File: config.mk
export PLATFORM = sky130hd
export DESIGN_NAME = addn_pipe_sar
export DESIGN_NICKNAME = d
export VERILOG_FILES = /design/src/rtl/addn_pipe_sar.sv
export SDC_FILE = /design/constraint.sdc
export NUM_CORES = 1
export LEC_CHECK = 0
export CAP_MARGIN = 30
export CELL_PAD_IN_SITES_DETAIL_PLACEMENT = 0
export CELL_PAD_IN_SITES_GLOBAL_PLACEMENT = 1
export CORE_MARGIN = 2
export CORE_UTILIZATION = 42
export DETAILED_ROUTE_END_ITERATION = 10
export PLACE_DENSITY = 0.86
export SLEW_MARGIN = 25
export SYNTH_ARGS = -nofsm -noshare
export SYNTH_HDL_FRONTEND = slang
export SYNTH_SLANG_ARGS = --single-unit
File: constraint.sdc
create_clock -name clk -period 3.6 [get_ports clk]
set_input_delay 0.36 -clock clk [delete_from_list [all_inputs] [get_ports clk]]
set_output_delay 0.36 -clock clk [all_outputs]
set_load 0.05 [all_outputs]
File: src/rtl/addn_pipe_sar.sv
// Pipelined WIDTH-bit adder/subtractor: one CHUNK-bit slice per register stage,
// valid/ready on both sides, carry-out and signed overflow on the result.
module addn_pipe_sar #(
  parameter int WIDTH = 16,
  parameter int CHUNK = 4
) (
  input  logic             clk,
  input  logic             rst,
  input  logic             in_valid,
  output logic             in_ready,
  input  logic [WIDTH-1:0] a,
  input  logic [WIDTH-1:0] b,
  input  logic             c_in,
  input  logic             sub,
  output logic             out_valid,
  input  logic             out_ready,
  output logic [WIDTH-1:0] sum,
  output logic             c_out,
  output logic             ovf
);
  localparam int STAGES = WIDTH / CHUNK;
  localparam int LAST   = STAGES - 1;

  function automatic logic [CHUNK:0] add_chunk(input logic [CHUNK-1:0] x,
                                               input logic [CHUNK-1:0] y,
                                               input logic             ci);
    add_chunk = {1'b0, x} + {1'b0, y} + {{CHUNK{1'b0}}, ci};
  endfunction

  // Carry into the MSB is recovered from the MSB operand and sum bits.
  function automatic logic signed_ovf(input logic xm, input logic ym,
                                      input logic sm, input logic co);
    signed_ovf = (xm ^ ym ^ sm) ^ co;
  endfunction

  logic             vld_p [STAGES];
  logic [WIDTH-1:0] a_p   [STAGES];
  logic [WIDTH-1:0] b_p   [STAGES];
  logic [WIDTH-1:0] sum_p [STAGES];
  logic             cy_p  [STAGES];
  logic             ovf_p;

  logic             vld_s [STAGES];
  logic [WIDTH-1:0] a_s   [STAGES];
  logic [WIDTH-1:0] b_s   [STAGES];
  logic [WIDTH-1:0] sum_s [STAGES];
  logic             cy_s  [STAGES];

  logic [CHUNK:0]   part  [STAGES];
  logic [WIDTH-1:0] sum_d [STAGES];
  logic             cy_d  [STAGES];
  logic             ovf_d;
  logic             adv;

  assign adv      = !vld_p[LAST] || out_ready;
  assign in_ready = adv;

  // Stage inputs: stage 0 takes the operands (b inverted for subtract), later stages their predecessor.
  always_comb begin
    vld_s[0] = in_valid;
    a_s[0]   = a;
    b_s[0]   = sub ? ~b : b;
    sum_s[0] = '0;
    cy_s[0]  = sub | c_in;
    for (int k = 1; k < STAGES; k++) begin
      vld_s[k] = vld_p[k-1];
      a_s[k]   = a_p[k-1];
      b_s[k]   = b_p[k-1];
      sum_s[k] = sum_p[k-1];
      cy_s[k]  = cy_p[k-1];
    end
  end

  // Per-stage chunk add; the last stage also derives overflow and zeroes bubbles.
  always_comb begin
    ovf_d = 1'b0;
    for (int k = 0; k < STAGES; k++) begin
      part[k]  = add_chunk(a_s[k][k*CHUNK +: CHUNK], b_s[k][k*CHUNK +: CHUNK], cy_s[k]);
      sum_d[k] = sum_s[k];
      sum_d[k][k*CHUNK +: CHUNK] = part[k][CHUNK-1:0];
      cy_d[k]  = part[k][CHUNK];
      if (k == LAST) begin
        ovf_d = vld_s[k] & signed_ovf(a_s[k][WIDTH-1], b_s[k][WIDTH-1],
                                      part[k][CHUNK-1], part[k][CHUNK]);
        if (!vld_s[k]) begin
          sum_d[k] = '0;
          cy_d[k]  = 1'b0;
        end
      end
    end
  end

  // Stage registers: the whole pipe shifts together or holds together.
  always_ff @(posedge clk or posedge rst) begin
    if (rst) begin
      ovf_p <= 1'b0;
      for (int k = 0; k < STAGES; k++) begin
        vld_p[k] <= 1'b0;
        a_p[k]   <= '0;
        b_p[k]   <= '0;
        sum_p[k] <= '0;
        cy_p[k]  <= 1'b0;
      end
    end else if (adv) begin
      ovf_p <= ovf_d;
      for (int k = 0; k < STAGES; k++) begin
        vld_p[k] <= vld_s[k];
        a_p[k]   <= a_s[k];
        b_p[k]   <= b_s[k];
        sum_p[k] <= sum_d[k];
        cy_p[k]  <= cy_d[k];
      end
    end
  end

  assign out_valid = vld_p[LAST];
  assign sum       = sum_p[LAST];
  assign c_out     = cy_p[LAST];
  assign ovf       = ovf_p;

endmodule
==> flow_metrics.py, run 1 <==
metrics = {
    "final_layout": {
        "area.growth.synth_to_final_pct": 18.3,
        "fillers": 983,
        "layout.nets": 561,
        "fin_cells": 644,
        "drive_gt1_share_pct": 5.51,
        "postLayoutCoreUtil_pct": 50.8,
        "antenna_cells": 0,
    },
    "clock_network": {
        "cts_setup_buffers": 0,
        "cts_root_buf": "clkbuf_8",
        "clk_latency_ns": 0.36,
        "hold_buffers": 0,
        "cts_tree": "built",
        "cts_resized": 0,
        "clk_pin_slew_ns": 0.09,
        "cts_made_buffers": 9,
        "clock_sinks": 97,
        "cts_buffer_depth": 2,
        "h-tree-depth": 3,
    },
    "timing": {
        "post-route-min-period_ns": 2.25,
        "fmax_mhz": 444,
        "max_slew_margin_pct": 58.9,
        "worst_pin_slew_ns": 0.616,
        "maxSlewViolCount": 0,
        "rsz0062_at_grt": "no",
        "setup_violations": 0,
        "final.period_utilization_pct": 62.6,
        "skew_ns": 0.00533,
        "fin_tns_setup_ns": 0,
        "finalHoldViolCount": 0,
    },
    "pwr": {
        "ir_worst_vdd_mv": 0.354,
        "powerDensity_nw_per_um2": 858,
        "power_uw": 4480,
        "leakage_uw": 0.00258,
    },
    "setup_path": {
        "critPathMaxStageDelay_ns": 0.52,
        "worst_r2r_path_depth": 6,
        "cp-end-kind": "flop",
        "critPathArrivalTime_ns": 2.47,
        "timing.rr.start": "a_p[28]",
        "r2r_slack_ns": 1.55,
        "path_cells": "clkdlybuf4s50_1, or2_2, fa_1, fa_1, a21o_1, a21oi_1, a21oi_1",
        "critPathKind": "primary input to flop",
        "cp-start-kind": "primary input",
        "critPathMaxFanout": 4,
        "crit_slowest_cell": "clkdlybuf4s50_1",
        "crit_buf_inv": 1,
        "r2r-end": "ovf",
        "cp.required_ns": 3.82,
        "cpLargestDelayFamily": "adder cells",
        "path_depth": 7,
    },
    "detailed_routing": {
        "drtAntennaViolNets": 0,
        "dr.pass1.iters": 4,
        "drc": 0,
        "via_per_inst": 4.56,
        "drtIter0Drc": 145,
        "num_vias": 2939,
        "wl_per_cell_um": 11.8,
        "wl_mm": 7.63,
    },
    "floorplan": {
        "die_h_um": 107,
        "row_count": 37,
        "ios": 58,
        "dieArea_um2": 11400,
        "start_util_pct": 43.0,
        "core_region_area_um2": 10300,
        "die_w_um": 107,
    },
    "global_route": {
        "antenna_found_initial": 0,
        "grtUsageTotal_pct": 14.8,
        "grt_pass1_wl_mm": 13.6,
        "grt_pass1_vias": 3000,
        "grt_start_max_net_pins": 108,
        "grt_overflow": 0,
    },
    "placement": {
        "gp_congestion": 0.767,
        "post-place-cells": 627,
        "dp_hpwl_mm": 5.15,
        "io_buffers": 57,
    },
    "synthesis": {
        "synth_top_area_share_pct": 55.0,
        "synthArstFlopShare_pct": 100,
        "synth-edff-count": 0,
        "postSynthAreaPerCell_um2": 9.42,
        "netlist-cell-type-count": 22,
        "synthCells": 469,
        "ys_top_cells_by_count": "nand2_1, dfrtp_1, buf_4",
        "yosysMostFrequentCell": "nand2_1",
        "ys.flop_type": "dfrtp_1",
        "ys_seq_area_share_pct": 55.0,
        "synth_fp_nets": 527,
        "post-synth-top-area-cell": "dfrtp_1",
        "synth_seq_cells": 97,
        "synth.area.top_cells": "dfrtp_1, nand2_1, buf_4",
        "syn_area_um2": 4420,
        "ys_warn_count": 0,
    },
    "outcome": {
        "status": "finished clean",
    },
    "hold_path": {
        "hp-class": "primary input to asynchronous set/reset pin",
    },
    "job": {
        "cap_violations": 0,
    },
}
==> cell type report <==
type / count / area (um2) / share of cell area [%]
clock buffers: 10 / 138 / 2.63
clock inverters: 6 / 138 / 2.63
inverters: 5 / 21.3 / 0.407
multi-input cells: 326 / 1690 / 32.4
flip-flops and latches: 97 / 2430 / 46.5
well taps: 136 / 170 / 3.26
repair buffers: 64 / 641 / 12.3
==> registers in the layout, indices dropped and copies added (netlist names) <==
| name | flops |
|---|---|
| out_valid | 1 |
| sum_p | 12 |
| sum_d | 12 |
| vld_p | 3 |
| ovf | 1 |
| b_p | 24 |
| a_p | 24 |
| c_out | 1 |
| sum | 16 |
| cy_p | 3 |
==> layer usage <==
metal / part of all wire (%) / track usage [%] / vias up
met1: 49 / 18.9 / 1370
met4: 1.7 / 6.68 / 0
met2: 46 / 24.8 / 43
li1: - / - / 1514
met5: 0 / 0 / -
met3: 3.9 / 2.58 / 12
==> report_power, final <==
group	leakage, uW	switching [uW]	internal (uW)	total, uW
clock network	0.000137	376	554	930
logic	0.00125	1030	681	1710
registers	0.00119	286	1550	1840
total	0.00258	1700	2790	4480
==> placed cells by master (no fill, tap or decap), drive strengths merged, types with 9 or more instances in the layout <==
master and n:
o21ai 24, a21oi 12, nand2 214, xor2 9
clkdlybuf4s50 56, dfrtp 97, xnor2 16, clkbuf 10
nand3 14, ha 12
==> worst max path at each step <==
stage	start	slack (ns)	end
after detailed placement	sub	0.95	cy_p[3]
after CTS	sub	1.34	cy_p[3]
final	sub	1.35	cy_p[3]
after floorplan	rst	0.71	a_p[28]
after global placement	sub	1.01	cy_p[3]
after global routing	sub	1.25	cy_p[3]
==> stage by stage <==
stage	hold slack, ns	setup WS, ns	instance area [um2]
2_1_floorplan	0.438	0.706	4420
3_3_place_gp	0.450	1.01	4920
3_5_place_dp	0.455	0.954	4920
4_1_cts	0.446	1.34	5200
5_1_grt	0.495	1.25	5230
6_report	0.431	1.35	5230
==> kinds of logic after synthesis <==
kind of cell,after synthesis,share of synthesized area (%)
and+or+nand+nor,238,21.0
AOI/OAI and AO/OA,43,5.27
buffers and inverters,46,6.77
adders and majority gates,20,7.03
DFF,97,55.0
xor gates and xnor gates,25,4.96
(Power assumes the default switching activity.)
==> run 2: changes to the inputs <==
clock period = 2.3 ns   (was 3.6 ns; I/O delays follow)
==> run 2 against run 1 <==
Count of clock-buffer cells in the layout did not move. Hold slack got worse by 0.094 ns. Power rose by 45%. Sequential power rose by 56%. Combinational power rose by 58%. Routed wire length fell by 3.8%. Global-route usage fell by 0.95 points. Critical endpoint is now sum_d[34]. Via count fell by 2.0%. Utilization fell by 0.73 points. Die area did not move. Non-clock buffer count rose by 1. Final cell count did not move.
==> flow_metrics.py, run 2 (synthesis gave the netlist of run 1 again) <==
metrics = {
    "placement": {
        "post-place-ws_ns": -0.186,
        "gp_congestion": 0.806,
        "io_buffers": 57,
        "dpl_cell_area_um2": 4990,
        "post-place-cells": 629,
        "dp_hpwl_mm": 4.96,
    },
    "outcome": {
        "status": "finished clean",
    },
    "detailed_routing": {
        "drtIter0Drc": 167,
        "dr.pass1.iters": 6,
        "wl_per_cell_um": 11.4,
        "wl_mm": 7.33,
        "drtAntennaViolNets": 0,
        "via_per_inst": 4.47,
        "num_vias": 2881,
        "drc": 0,
    },
    "setup_path": {
        "cp-end-kind": "flop",
        "crit_slowest_cell": "clkdlybuf4s50_1",
        "critPathArrivalTime_ns": 2.33,
        "cpLargestDelayFamily": "adder cells",
        "cp-start-kind": "primary input",
        "crit_buf_inv": 2,
        "worst_r2r_path_depth": 6,
        "critPathMaxFanout": 4,
        "timing.rr.start": "a_p[28]",
        "cp.required_ns": 2.52,
        "cp_common_cell": "fa_1",
        "r2r-end": "ovf",
        "critPathMaxStageDelay_ns": 0.53,
        "critPathKind": "primary input to flop",
        "path_cells": "clkdlybuf4s50_1, or2_2, fa_1, fa_1, buf_4, xnor2_1, o21ai_0",
        "r2r_slack_ns": 0.30,
    },
    "hold_path": {
        "hp-class": "primary input to asynchronous set/reset pin",
    },
    "clock_network": {
        "cts_made_buffers": 9,
        "h-tree-depth": 3,
        "hold_buffers": 0,
        "clk_latency_ns": 0.35,
        "clk_pin_slew_ns": 0.09,
        "cts_setup_buffers": 0,
        "cts_buffer_depth": 2,
        "cts_resized": 0,
        "cts_tree": "built",
        "cts_root_buf": "clkbuf_8",
        "clock_sinks": 97,
    },
    "final_layout": {
        "drive_gt1_share_pct": 5.31,
        "antenna_cells": 0,
        "layout_commonest_cell": "nand2_1",
        "postLayoutCoreUtil_pct": 50.1,
        "area.growth.synth_to_final_pct": 16.6,
        "fin_cells": 644,
        "final_area_um2": 5150,
        "final_cell_mix": "nand2_1, dfrtp_1, clkdlybuf4s50_1, o21ai_0, xnor2_1",
        "layout.nets": 562,
    },
    "timing": {
        "post-route-min-period_ns": 2.11,
        "max_slew_margin_pct": 64.1,
        "fin_ws_ns": 0.191,
        "worst_pin_slew_ns": 0.538,
        "maxSlewViolCount": 0,
        "skew_ns": 0.00933,
        "holdWs_ns": 0.337,
        "finalHoldViolCount": 0,
        "final.period_utilization_pct": 91.7,
        "setup_violations": 0,
        "rsz0062_at_grt": "no",
        "fmax_mhz": 474,
    },
    "global_route": {
        "grt_start_max_net_pins": 108,
        "grt_overflow": 0,
        "grtUsageTotal_pct": 13.9,
        "antenna_found_initial": 0,
        "grt_pass1_wl_mm": 12.8,
        "grt_pass1_vias": 2923,
    },
    "floorplan": {
        "ios": 58,
        "die_w_um": 107,
        "core_region_area_um2": 10300,
        "row_count": 37,
        "dieArea_um2": 11400,
        "start_util_pct": 43.0,
        "die_h_um": 107,
    },
    "pwr": {
        "powerDensity_nw_per_um2": 1260,
        "leakage_uw": 0.00253,
        "ir_worst_vdd_mv": 0.541,
    },
    "job": {
        "cap_violations": 0,
    },
}
## run 2: cell types whose count changed in the layout (fill, tap and decap cells not counted), moves of 2 or more
cell,delta
buf_4,-2
clkinv_2,+2
clkinvlp_4,+3
bufinv_16,-4
buf_12,+4
## run 2: tightest hold or removal path, stage by stage
cell and delay (ns):
clkdlybuf4s50_1 0.44, clkinvlp_4 0.10, buf_12 0.37
## run 2: per-stage QoR
step | total power, uW | TNS (ns)
final | 6510 | 0
after global routing | 7060 | 0
after detailed placement | 5660 | -0.367
after global placement | 5550 | -0.232
after floorplan | 5060 | 0
after CTS | 6590 | 0
## run 2: cell type report
type,instances,area [um2]
repair buffers,65,678
inverters,5,22.5
multi-input cells,326,1690
clock inverters,5,33.8
fillers,985,5130
clock buffers,10,128
flip-flops and latches,97,2430
well taps,136,170
## run 2: power by group
group          leakage [uW]  internal [uW]  switching (uW)
combinational       0.00126           1090            1620
sequential          0.00119           2430             439
clock             0.0000781            386             551
total               0.00253           3900            2610
## run 2: how the worst max path moves through the flow
stage,end,slack (ns),cells after the start,start
2_1_floorplan,cy_p[3],0.19,8,sub
3_3_place_gp,cy_p[3],-0.12,7,sub
3_5_place_dp,cy_p[3],-0.19,7,sub
4_1_cts,cy_p[3],0.19,7,sub
5_1_grt,cy_p[3],0.11,7,sub
6_report,sum_d[34],0.19,7,sub
## run 2: routing by layer
| layer | up-vias | track usage (%) | share of wire [%] |
|---|---|---|---|
| met3 | 8 | 2.70 | 3.3 |
| met4 | 0 | 4.82 | 1.3 |
| met5 | - | 0 | 0 |
| met1 | 1312 | 18.7 | 50 |
| li1 | 1517 | - | - |
| met2 | 44 | 22.5 | 45 |
